File: config.mk
export PLATFORM = sky130hd
export DESIGN_NAME = vdp_vram_arbiter_flat
export DESIGN_NICKNAME = d
export VERILOG_FILES = /design/src/rtl/vdp_vram_arbiter_if.sv /design/src/rtl/vdp_vram_arbiter.sv /design/src/flat_wrapper.sv
export SDC_FILE = /design/constraint.sdc
export NUM_CORES = 1
export LEC_CHECK = 0
export ABC_CLOCK_PERIOD_IN_PS = 2710
export BUFFER_PORTS_ARGS = -buffer_cell sky130_fd_sc_hd__buf_2
export CAP_MARGIN = 20
export CORE_ASPECT_RATIO = 0.6
export CORE_MARGIN = 5
export CORE_UTILIZATION = 35
export CTS_BUF_LIST = sky130_fd_sc_hd__clkbuf_2
export CTS_CLUSTER_DIAMETER = 100
export CTS_CLUSTER_SIZE = 24
export DETAILED_ROUTE_END_ITERATION = 10
export PLACE_DENSITY = 0.62
export SYNTH_ARGS = -nofsm -noshare
export SYNTH_HDL_FRONTEND = slang
export SYNTH_SLANG_ARGS = --single-unit
File: constraint.sdc
create_clock -name clk -period 2.71 [get_ports clk]
set_clock_uncertainty 0.15 [all_clocks]
set_input_delay 0.1355 -clock clk [delete_from_list [all_inputs] [get_ports clk]]
set_output_delay 0.1355 -clock clk [all_outputs]
set_load 0.01 [all_outputs]
File: src/rtl/vdp_vram_arbiter_if.sv
// VRAM arbiter bus: three requester channels plus the SDRAM controller side.
// master = surrounding VDP core / controller, slave = the arbiter itself.
interface vdp_vram_arbiter_if #(
  parameter int ADDR_W = 17,
  parameter int DATA_W = 8
);
  logic              scr_valid;
  logic [ADDR_W-1:0] scr_address;
  logic              scr_ready;
  logic [DATA_W-1:0] scr_rdata;
  logic              scr_rdata_en;

  logic              cpu_valid;
  logic              cpu_write;
  logic [ADDR_W-1:0] cpu_address;
  logic [DATA_W-1:0] cpu_wdata;
  logic              cpu_ready;
  logic [DATA_W-1:0] cpu_rdata;
  logic              cpu_rdata_en;

  logic              cmd_valid;
  logic              cmd_write;
  logic [ADDR_W-1:0] cmd_address;
  logic [DATA_W-1:0] cmd_wdata;
  logic              cmd_ready;
  logic [DATA_W-1:0] cmd_rdata;
  logic              cmd_rdata_en;

  logic              dram_valid;
  logic              dram_write;
  logic [ADDR_W-1:0] dram_address;
  logic [DATA_W-1:0] dram_wdata;
  logic              dram_ready;
  logic [DATA_W-1:0] dram_rdata;
  logic              dram_rdata_en;

  logic              timeout_flag;

  modport master (
    output scr_valid, scr_address,
    input  scr_ready, scr_rdata, scr_rdata_en,
    output cpu_valid, cpu_write, cpu_address, cpu_wdata,
    input  cpu_ready, cpu_rdata, cpu_rdata_en,
    output cmd_valid, cmd_write, cmd_address, cmd_wdata,
    input  cmd_ready, cmd_rdata, cmd_rdata_en,
    input  dram_valid, dram_write, dram_address, dram_wdata,
    output dram_ready, dram_rdata, dram_rdata_en,
    input  timeout_flag
  );

  modport slave (
    input  scr_valid, scr_address,
    output scr_ready, scr_rdata, scr_rdata_en,
    input  cpu_valid, cpu_write, cpu_address, cpu_wdata,
    output cpu_ready, cpu_rdata, cpu_rdata_en,
    input  cmd_valid, cmd_write, cmd_address, cmd_wdata,
    output cmd_ready, cmd_rdata, cmd_rdata_en,
    output dram_valid, dram_write, dram_address, dram_wdata,
    input  dram_ready, dram_rdata, dram_rdata_en,
    output timeout_flag
  );
endinterface

File: src/rtl/vdp_vram_arbiter.sv
// Single-port VRAM arbiter: screen has fixed priority, CPU and command
// engine alternate; one transaction in flight, read timeout guard.
module vdp_vram_arbiter #(
  parameter int ADDR_W  = 17,
  parameter int DATA_W  = 8,
  parameter int TIMEOUT = 64
) (
  input logic               clk,
  input logic               reset_n,
  vdp_vram_arbiter_if.slave bus
);
  localparam int CW = (TIMEOUT > 2) ? $clog2(TIMEOUT) : 1;

  localparam logic [1:0] S_IDLE  = 2'd0;
  localparam logic [1:0] S_ISSUE = 2'd1;
  localparam logic [1:0] S_WAIT  = 2'd2;

  logic [1:0]        state;
  logic [2:0]        owner;
  logic              rr_cmd;
  logic              hold;
  logic [CW-1:0]     cnt;

  logic              gnt_scr;
  logic              gnt_cpu;
  logic              gnt_cmd;
  logic              g_write;
  logic [ADDR_W-1:0] g_addr;
  logic [DATA_W-1:0] g_wdata;
  logic              both;

  assign both = bus.cpu_valid && bus.cmd_valid;

  always_comb begin
    gnt_scr = 1'b0;
    gnt_cpu = 1'b0;
    gnt_cmd = 1'b0;
    if (state == S_IDLE && !hold) begin
      if (bus.scr_valid)
        gnt_scr = 1'b1;
      else if (both) begin
        gnt_cpu = !rr_cmd;
        gnt_cmd = rr_cmd;
      end else begin
        gnt_cpu = bus.cpu_valid;
        gnt_cmd = bus.cmd_valid;
      end
    end
  end

  always_comb begin
    g_write = 1'b0;
    g_addr  = bus.scr_address;
    g_wdata = '0;
    unique case (1'b1)
      gnt_cpu: begin
        g_write = bus.cpu_write;
        g_addr  = bus.cpu_address;
        g_wdata = bus.cpu_wdata;
      end
      gnt_cmd: begin
        g_write = bus.cmd_write;
        g_addr  = bus.cmd_address;
        g_wdata = bus.cmd_wdata;
      end
      default: ;
    endcase
  end

  // Returned data (or the all-ones timeout filler) goes to the owner only.
  task automatic deliver(input logic [DATA_W-1:0] d);
    unique case (1'b1)
      owner[0]: begin
        bus.scr_rdata    <= d;
        bus.scr_rdata_en <= 1'b1;
      end
      owner[1]: begin
        bus.cpu_rdata    <= d;
        bus.cpu_rdata_en <= 1'b1;
      end
      owner[2]: begin
        bus.cmd_rdata    <= d;
        bus.cmd_rdata_en <= 1'b1;
      end
      default: ;
    endcase
  endtask

  always_ff @(posedge clk or negedge reset_n) begin
    if (!reset_n) begin
      state             <= S_IDLE;
      owner             <= '0;
      rr_cmd            <= 1'b0;
      hold              <= 1'b0;
      cnt               <= '0;
      bus.scr_ready     <= 1'b0;
      bus.scr_rdata     <= '0;
      bus.scr_rdata_en  <= 1'b0;
      bus.cpu_ready     <= 1'b0;
      bus.cpu_rdata     <= '0;
      bus.cpu_rdata_en  <= 1'b0;
      bus.cmd_ready     <= 1'b0;
      bus.cmd_rdata     <= '0;
      bus.cmd_rdata_en  <= 1'b0;
      bus.dram_valid    <= 1'b0;
      bus.dram_write    <= 1'b0;
      bus.dram_address  <= '0;
      bus.dram_wdata    <= '0;
      bus.timeout_flag  <= 1'b0;
    end else begin
      bus.scr_ready    <= 1'b0;
      bus.cpu_ready    <= 1'b0;
      bus.cmd_ready    <= 1'b0;
      bus.scr_rdata_en <= 1'b0;
      bus.cpu_rdata_en <= 1'b0;
      bus.cmd_rdata_en <= 1'b0;
      hold             <= 1'b0;
      unique case (state)
        S_IDLE: begin
          if (gnt_scr || gnt_cpu || gnt_cmd) begin
            owner            <= {gnt_cmd, gnt_cpu, gnt_scr};
            bus.scr_ready    <= gnt_scr;
            bus.cpu_ready    <= gnt_cpu;
            bus.cmd_ready    <= gnt_cmd;
            bus.dram_valid   <= 1'b1;
            bus.dram_write   <= g_write;
            bus.dram_address <= g_addr;
            bus.dram_wdata   <= g_wdata;
            state            <= S_ISSUE;
            if (!gnt_scr && both)
              rr_cmd <= !rr_cmd;
          end
        end
        S_ISSUE: begin
          if (bus.dram_ready) begin
            bus.dram_valid <= 1'b0;
            cnt            <= '0;
            if (bus.dram_write) begin
              state <= S_IDLE;
              hold  <= 1'b1;
            end else begin
              state <= S_WAIT;
            end
          end
        end
        S_WAIT: begin
          if (bus.dram_rdata_en) begin
            deliver(bus.dram_rdata);
            state <= S_IDLE;
            hold  <= 1'b1;
          end else if (cnt == CW'(TIMEOUT - 1)) begin
            deliver('1);
            bus.timeout_flag <= 1'b1;
            state            <= S_IDLE;
            hold             <= 1'b1;
          end else begin
            cnt <= cnt + 1'b1;
          end
        end
        default: state <= S_IDLE;
      endcase
    end
  end
endmodule
File: src/flat_wrapper.sv
// flat-port wrapper written by rule: the top's interface ports become plain ports
module vdp_vram_arbiter_flat 
#(
  parameter int ADDR_W  = 17,
  parameter int DATA_W  = 8,
  parameter int TIMEOUT = 64
)
  (clk, reset_n, bus_scr_valid, bus_scr_address, bus_scr_ready, bus_scr_rdata, bus_scr_rdata_en, bus_cpu_valid, bus_cpu_write, bus_cpu_address, bus_cpu_wdata, bus_cpu_ready, bus_cpu_rdata, bus_cpu_rdata_en, bus_cmd_valid, bus_cmd_write, bus_cmd_address, bus_cmd_wdata, bus_cmd_ready, bus_cmd_rdata, bus_cmd_rdata_en, bus_dram_valid, bus_dram_write, bus_dram_address, bus_dram_wdata, bus_dram_ready, bus_dram_rdata, bus_dram_rdata_en, bus_timeout_flag);
  vdp_vram_arbiter_if #(.ADDR_W(ADDR_W), .DATA_W(DATA_W)) bus_i ();
  input logic clk;
  input logic reset_n;
  input wire logic [$bits(bus_i.scr_valid)-1:0] bus_scr_valid;
  input wire logic [$bits(bus_i.scr_address)-1:0] bus_scr_address;
  output wire logic [$bits(bus_i.scr_ready)-1:0] bus_scr_ready;
  output wire logic [$bits(bus_i.scr_rdata)-1:0] bus_scr_rdata;
  output wire logic [$bits(bus_i.scr_rdata_en)-1:0] bus_scr_rdata_en;
  input wire logic [$bits(bus_i.cpu_valid)-1:0] bus_cpu_valid;
  input wire logic [$bits(bus_i.cpu_write)-1:0] bus_cpu_write;
  input wire logic [$bits(bus_i.cpu_address)-1:0] bus_cpu_address;
  input wire logic [$bits(bus_i.cpu_wdata)-1:0] bus_cpu_wdata;
  output wire logic [$bits(bus_i.cpu_ready)-1:0] bus_cpu_ready;
  output wire logic [$bits(bus_i.cpu_rdata)-1:0] bus_cpu_rdata;
  output wire logic [$bits(bus_i.cpu_rdata_en)-1:0] bus_cpu_rdata_en;
  input wire logic [$bits(bus_i.cmd_valid)-1:0] bus_cmd_valid;
  input wire logic [$bits(bus_i.cmd_write)-1:0] bus_cmd_write;
  input wire logic [$bits(bus_i.cmd_address)-1:0] bus_cmd_address;
  input wire logic [$bits(bus_i.cmd_wdata)-1:0] bus_cmd_wdata;
  output wire logic [$bits(bus_i.cmd_ready)-1:0] bus_cmd_ready;
  output wire logic [$bits(bus_i.cmd_rdata)-1:0] bus_cmd_rdata;
  output wire logic [$bits(bus_i.cmd_rdata_en)-1:0] bus_cmd_rdata_en;
  output wire logic [$bits(bus_i.dram_valid)-1:0] bus_dram_valid;
  output wire logic [$bits(bus_i.dram_write)-1:0] bus_dram_write;
  output wire logic [$bits(bus_i.dram_address)-1:0] bus_dram_address;
  output wire logic [$bits(bus_i.dram_wdata)-1:0] bus_dram_wdata;
  input wire logic [$bits(bus_i.dram_ready)-1:0] bus_dram_ready;
  input wire logic [$bits(bus_i.dram_rdata)-1:0] bus_dram_rdata;
  input wire logic [$bits(bus_i.dram_rdata_en)-1:0] bus_dram_rdata_en;
  output wire logic [$bits(bus_i.timeout_flag)-1:0] bus_timeout_flag;
  assign bus_i.scr_valid = bus_scr_valid;
  assign bus_i.scr_address = bus_scr_address;
  assign bus_scr_ready = bus_i.scr_ready;
  assign bus_scr_rdata = bus_i.scr_rdata;
  assign bus_scr_rdata_en = bus_i.scr_rdata_en;
  assign bus_i.cpu_valid = bus_cpu_valid;
  assign bus_i.cpu_write = bus_cpu_write;
  assign bus_i.cpu_address = bus_cpu_address;
  assign bus_i.cpu_wdata = bus_cpu_wdata;
  assign bus_cpu_ready = bus_i.cpu_ready;
  assign bus_cpu_rdata = bus_i.cpu_rdata;
  assign bus_cpu_rdata_en = bus_i.cpu_rdata_en;
  assign bus_i.cmd_valid = bus_cmd_valid;
  assign bus_i.cmd_write = bus_cmd_write;
  assign bus_i.cmd_address = bus_cmd_address;
  assign bus_i.cmd_wdata = bus_cmd_wdata;
  assign bus_cmd_ready = bus_i.cmd_ready;
  assign bus_cmd_rdata = bus_i.cmd_rdata;
  assign bus_cmd_rdata_en = bus_i.cmd_rdata_en;
  assign bus_dram_valid = bus_i.dram_valid;
  assign bus_dram_write = bus_i.dram_write;
  assign bus_dram_address = bus_i.dram_address;
  assign bus_dram_wdata = bus_i.dram_wdata;
  assign bus_i.dram_ready = bus_dram_ready;
  assign bus_i.dram_rdata = bus_dram_rdata;
  assign bus_i.dram_rdata_en = bus_dram_rdata_en;
  assign bus_timeout_flag = bus_i.timeout_flag;
  vdp_vram_arbiter #(.ADDR_W(ADDR_W), .DATA_W(DATA_W), .TIMEOUT(TIMEOUT)) u_core (.clk(clk), .reset_n(reset_n), .bus(bus_i));
endmodule
==> results.yml <==
floorplanning:
  num_rows: 26
  core_um2: 8653
  die_area_um2: 11090
  die_height_um: 83.59
  num_io_pins: 142
  die_width_um: 132.7
  start_util: 0.3651
drt:
  drt_iter0_markers: 244
  firstDrtPassIters: 5
  remaining_drc_errors: 0
  vias: 3094
  ant_nets: 0
  routed_wl_mm: 9.924
  wire_per_inst_um: 16.19
  viasPerCell: 5.047
synthesis:
  synthArstFlopShare: 1.000
  ys_seq_elements: 71
  synth.distinct_cells: 41
  syn_area_per_cell_um2: 11.45
  yosysWarnings: 0
  ys.flop_type: "dfrtp_1"
  synth_edf_count: 0
  mappedNetlistArea_um2: 3159
  ys_seq_area_frac: 0.5624
  synth_cells: 276
  syn-num-nets: 365
outcome:
  status: "completed"
power:
  p_comb_frac: 0.481
  clkPwrFrac: 0.119
  power.total_w: 0.004489
  leakage_nw: 2.366
  switchingPower_w: 0.001734
  vdd.ir_drop.worst_v: 0.0005220
  p_per_area_nw_per_um2: 928.9
  seqPwrFrac: 0.400
  p_sw_frac: 0.3863
  p_int_w: 0.002754
grt:
  grt_pass1_vias: 3358
  gr-total-overflow: 0
  grt_max_degree: 72
  antenna_found_initial: 0
  grt_usage: 0.1878
  grt_first_pass_wirelength_mm: 16.76
setup_path:
  cp_max_fo: 28
  worstPathRequired_ps: 3030
  crit_type: "flop to flop"
  crit_chain: "inv_1, ha_1, nor3b_4, and3_1, buf_8, a222oi_1, dlygate4sd3_1, inv_1"
  arrival_ps: 2870
  cpPeakStageDelay_ps: 620
  end_kind: "flop"
  ff2ff_setup_slack_ps: 160
  slowest_stage: "dlygate4sd3_1"
  path_common_cell: "inv_1"
  startpoint_type: "flop"
placed_design:
  io_buffers: 141
  dpl.hpwl_mm: 6.411
  dp.cells: 521
  pre_cts_ws_ps: 658.0
  gp_congestion: 0.7922
timing:
  hold_violations: 0
  layout_min_cycle_time_ps: 2548
  slew_headroom: 0.4001
  slew_violations: 0
  tns_ps: 0
  setup_violations: 0
  layout_setup_ws_ps: 162.0
  tightest_slew_ps: 899.9
  fmax_ghz: 0.3925
  rsz0062_at_grt: "no"
  min_period_over_period: 0.9402
clock_tree:
  clock-sinks: 71
  cts_buffers: 9
  clk_pin_slew_worst_paths_ps: 210
  cts_max_path_buffers: 2
  insertion_delay_ps: 550
  cts_tree: "yes"
  cts-root-buf: "clkbuf_2"
  cts-htree-levels: 3
final_layout:
  finalNonFillerCells: 613
  area_growth_pct: 52.95
  diodes: 0
  fill_cells: 760
  fin_util: 0.5584
  layout.nets: 585
  layout-drive-gt1-share: 0.3453
job:
  cap_violations: 0
hold_path:
  hold_path_class: "input port to async pin"
-- final timing paths --
check	from	end	depth (start not counted)
max reg2reg	u_core.state[0]$_DFFE_PN0P_	u_core.bus.dram_wdata[7]$_DFFE_PN0P_	8
max in group asynchronous	reset_n	u_core.state[0]$_DFFE_PN0P_	2
min reg2reg	u_core.rr_cmd$_DFFE_PN0P_	u_core.rr_cmd$_DFFE_PN0P_	1
min	reset_n	u_core.bus.dram_valid$_DFFE_PN0P_	2
min in group clk	bus_dram_rdata[4]	u_core.bus.cpu_rdata[4]$_DFFE_PN0P_	3
max	u_core.state[0]$_DFFE_PN0P_	u_core.bus.dram_wdata[7]$_DFFE_PN0P_	8
-- registers in the layout (all words and copies together) (netlist names), 2 cells and up --
register	cells
u_core.bus.cmd_rdata	8
u_core.bus.cpu_rdata	8
u_core.bus.dram_address	17
u_core.bus.dram_wdata	8
u_core.bus.scr_rdata	8
u_core.cnt	6
u_core.owner	3
u_core.state	2
-- routing by layer --
metal | vias to the layer above | share of wire | GRT usage
met3 | 11 | 0.080 | 0.07349
li1 | 1460 | - | -
met2 | 127 | 0.46 | 0.2864
met5 | - | 0 | 0
met4 | 0 | 0.010 | 0.06038
met1 | 1496 | 0.45 | 0.2454
-- power by group through the flow --
stage	logic, W	clock network (W)	registers, W
after floorplan	0.000915	0	0.00196
after global placement	0.00176	0	0.00181
after detailed placement	0.00181	0	0.00181
after CTS	0.00213	0.000561	0.00179
after global routing	0.00238	0.000607	0.00185
final	0.00216	0.000535	0.00179
-- Yosys cell counts (2+ instances only) --
cell type	number	share of area
mux2i_1	9	0.029
nand2_1	30	0.036
a32oi_1	9	0.025
o21ai_1	11	0.017
o21ai_0	13	0.021
a22oi_1	7	0.017
nand2b_1	5	0.0099
a222oi_1	10	0.032
ha_1	5	0.020
a21o_1	2	0.0048
buf_4	2	0.0048
nor3_1	2	0.0032
clkbuf_1	3	0.0036
nand3_1	7	0.011
dfrtp_1	71	0.56
nand4_1	4	0.0079
o22a_1	24	0.067
a21oi_1	4	0.0063
buf_6	4	0.014
or3_1	4	0.0079
inv_1	24	0.029
nor2_4	3	0.011
and3_1	2	0.0040
buf_2	4	0.0063
-- kinds of logic (layout without fill, tap and decap cells) --
logic type / after synthesis / count (layout) / share of synthesized area
buffers and inverters: 38 / 263 / 0.05861
flip-flops: 71 / 71 / 0.5624
AO/OA/AOI/OAI: 88 / 88 / 0.2166
AND/OR/NAND/NOR: 62 / 62 / 0.1042
multiplexers: 11 / 11 / 0.03564
XOR/XNOR: 1 / 1 / 0.002773
adder cells (fa/ha/maj): 5 / 5 / 0.01980
-- stage by stage --
step / hold slack, ps / cell area, um^2
2_1_floorplan: -310.1 / 3159
3_3_place_gp: 174.1 / 3961
3_5_place_dp: 178.1 / 3961
4_1_cts: 75.32 / 4806
5_1_grt: 88.85 / 4832
6_report: 65.57 / 4832
-- critical path, delay by kind of cell, from the launching register on --
kind	cells	cell delay [ps]
DFF	1	410
and+or+nand+nor	2	350
adders and majority gates	1	250
buffers and inverters	4	930
AOI/OAI and AO/OA	1	380
-- cell usage in the layout (no fill, tap or decap), drive strengths merged, types with 7 or more instances in the layout --
| cell type | instances |
|---|---|
| a222oi | 10 |
| a22oi | 7 |
| a32oi | 9 |
| buf | 147 |
| clkbuf | 9 |
| dfrtp | 71 |
| dlygate4sd3 | 75 |
| inv | 26 |
| mux2i | 9 |
| nand2 | 30 |
| nand3 | 7 |
| o21ai | 24 |
| o22a | 24 |
-- what timing repair did --
action                     in CTS  in global routing
setup endpoints to repair       0                 20
gates resized for setup         0                  5
hold buffers                   75                  0
setup buffers                   0                  1
hold endpoints to repair      141                  0
-- layout make-up --
| cell class | count | area [um^2] | share of cell area |
|---|---|---|---|
| flip-flops and latches | 71 | 1777 | 0.3677 |
| repair buffers | 222 | 1519 | 0.3143 |
| multi-input cells | 167 | 1209 | 0.2501 |
| well taps | 112 | 140.1 | 0.02900 |
| inverters | 25 | 93.84 | 0.01942 |
| clock inverters | 7 | 48.80 | 0.01010 |
| clock buffers | 9 | 45.04 | 0.009322 |
(Power assumes the default switching activity.)
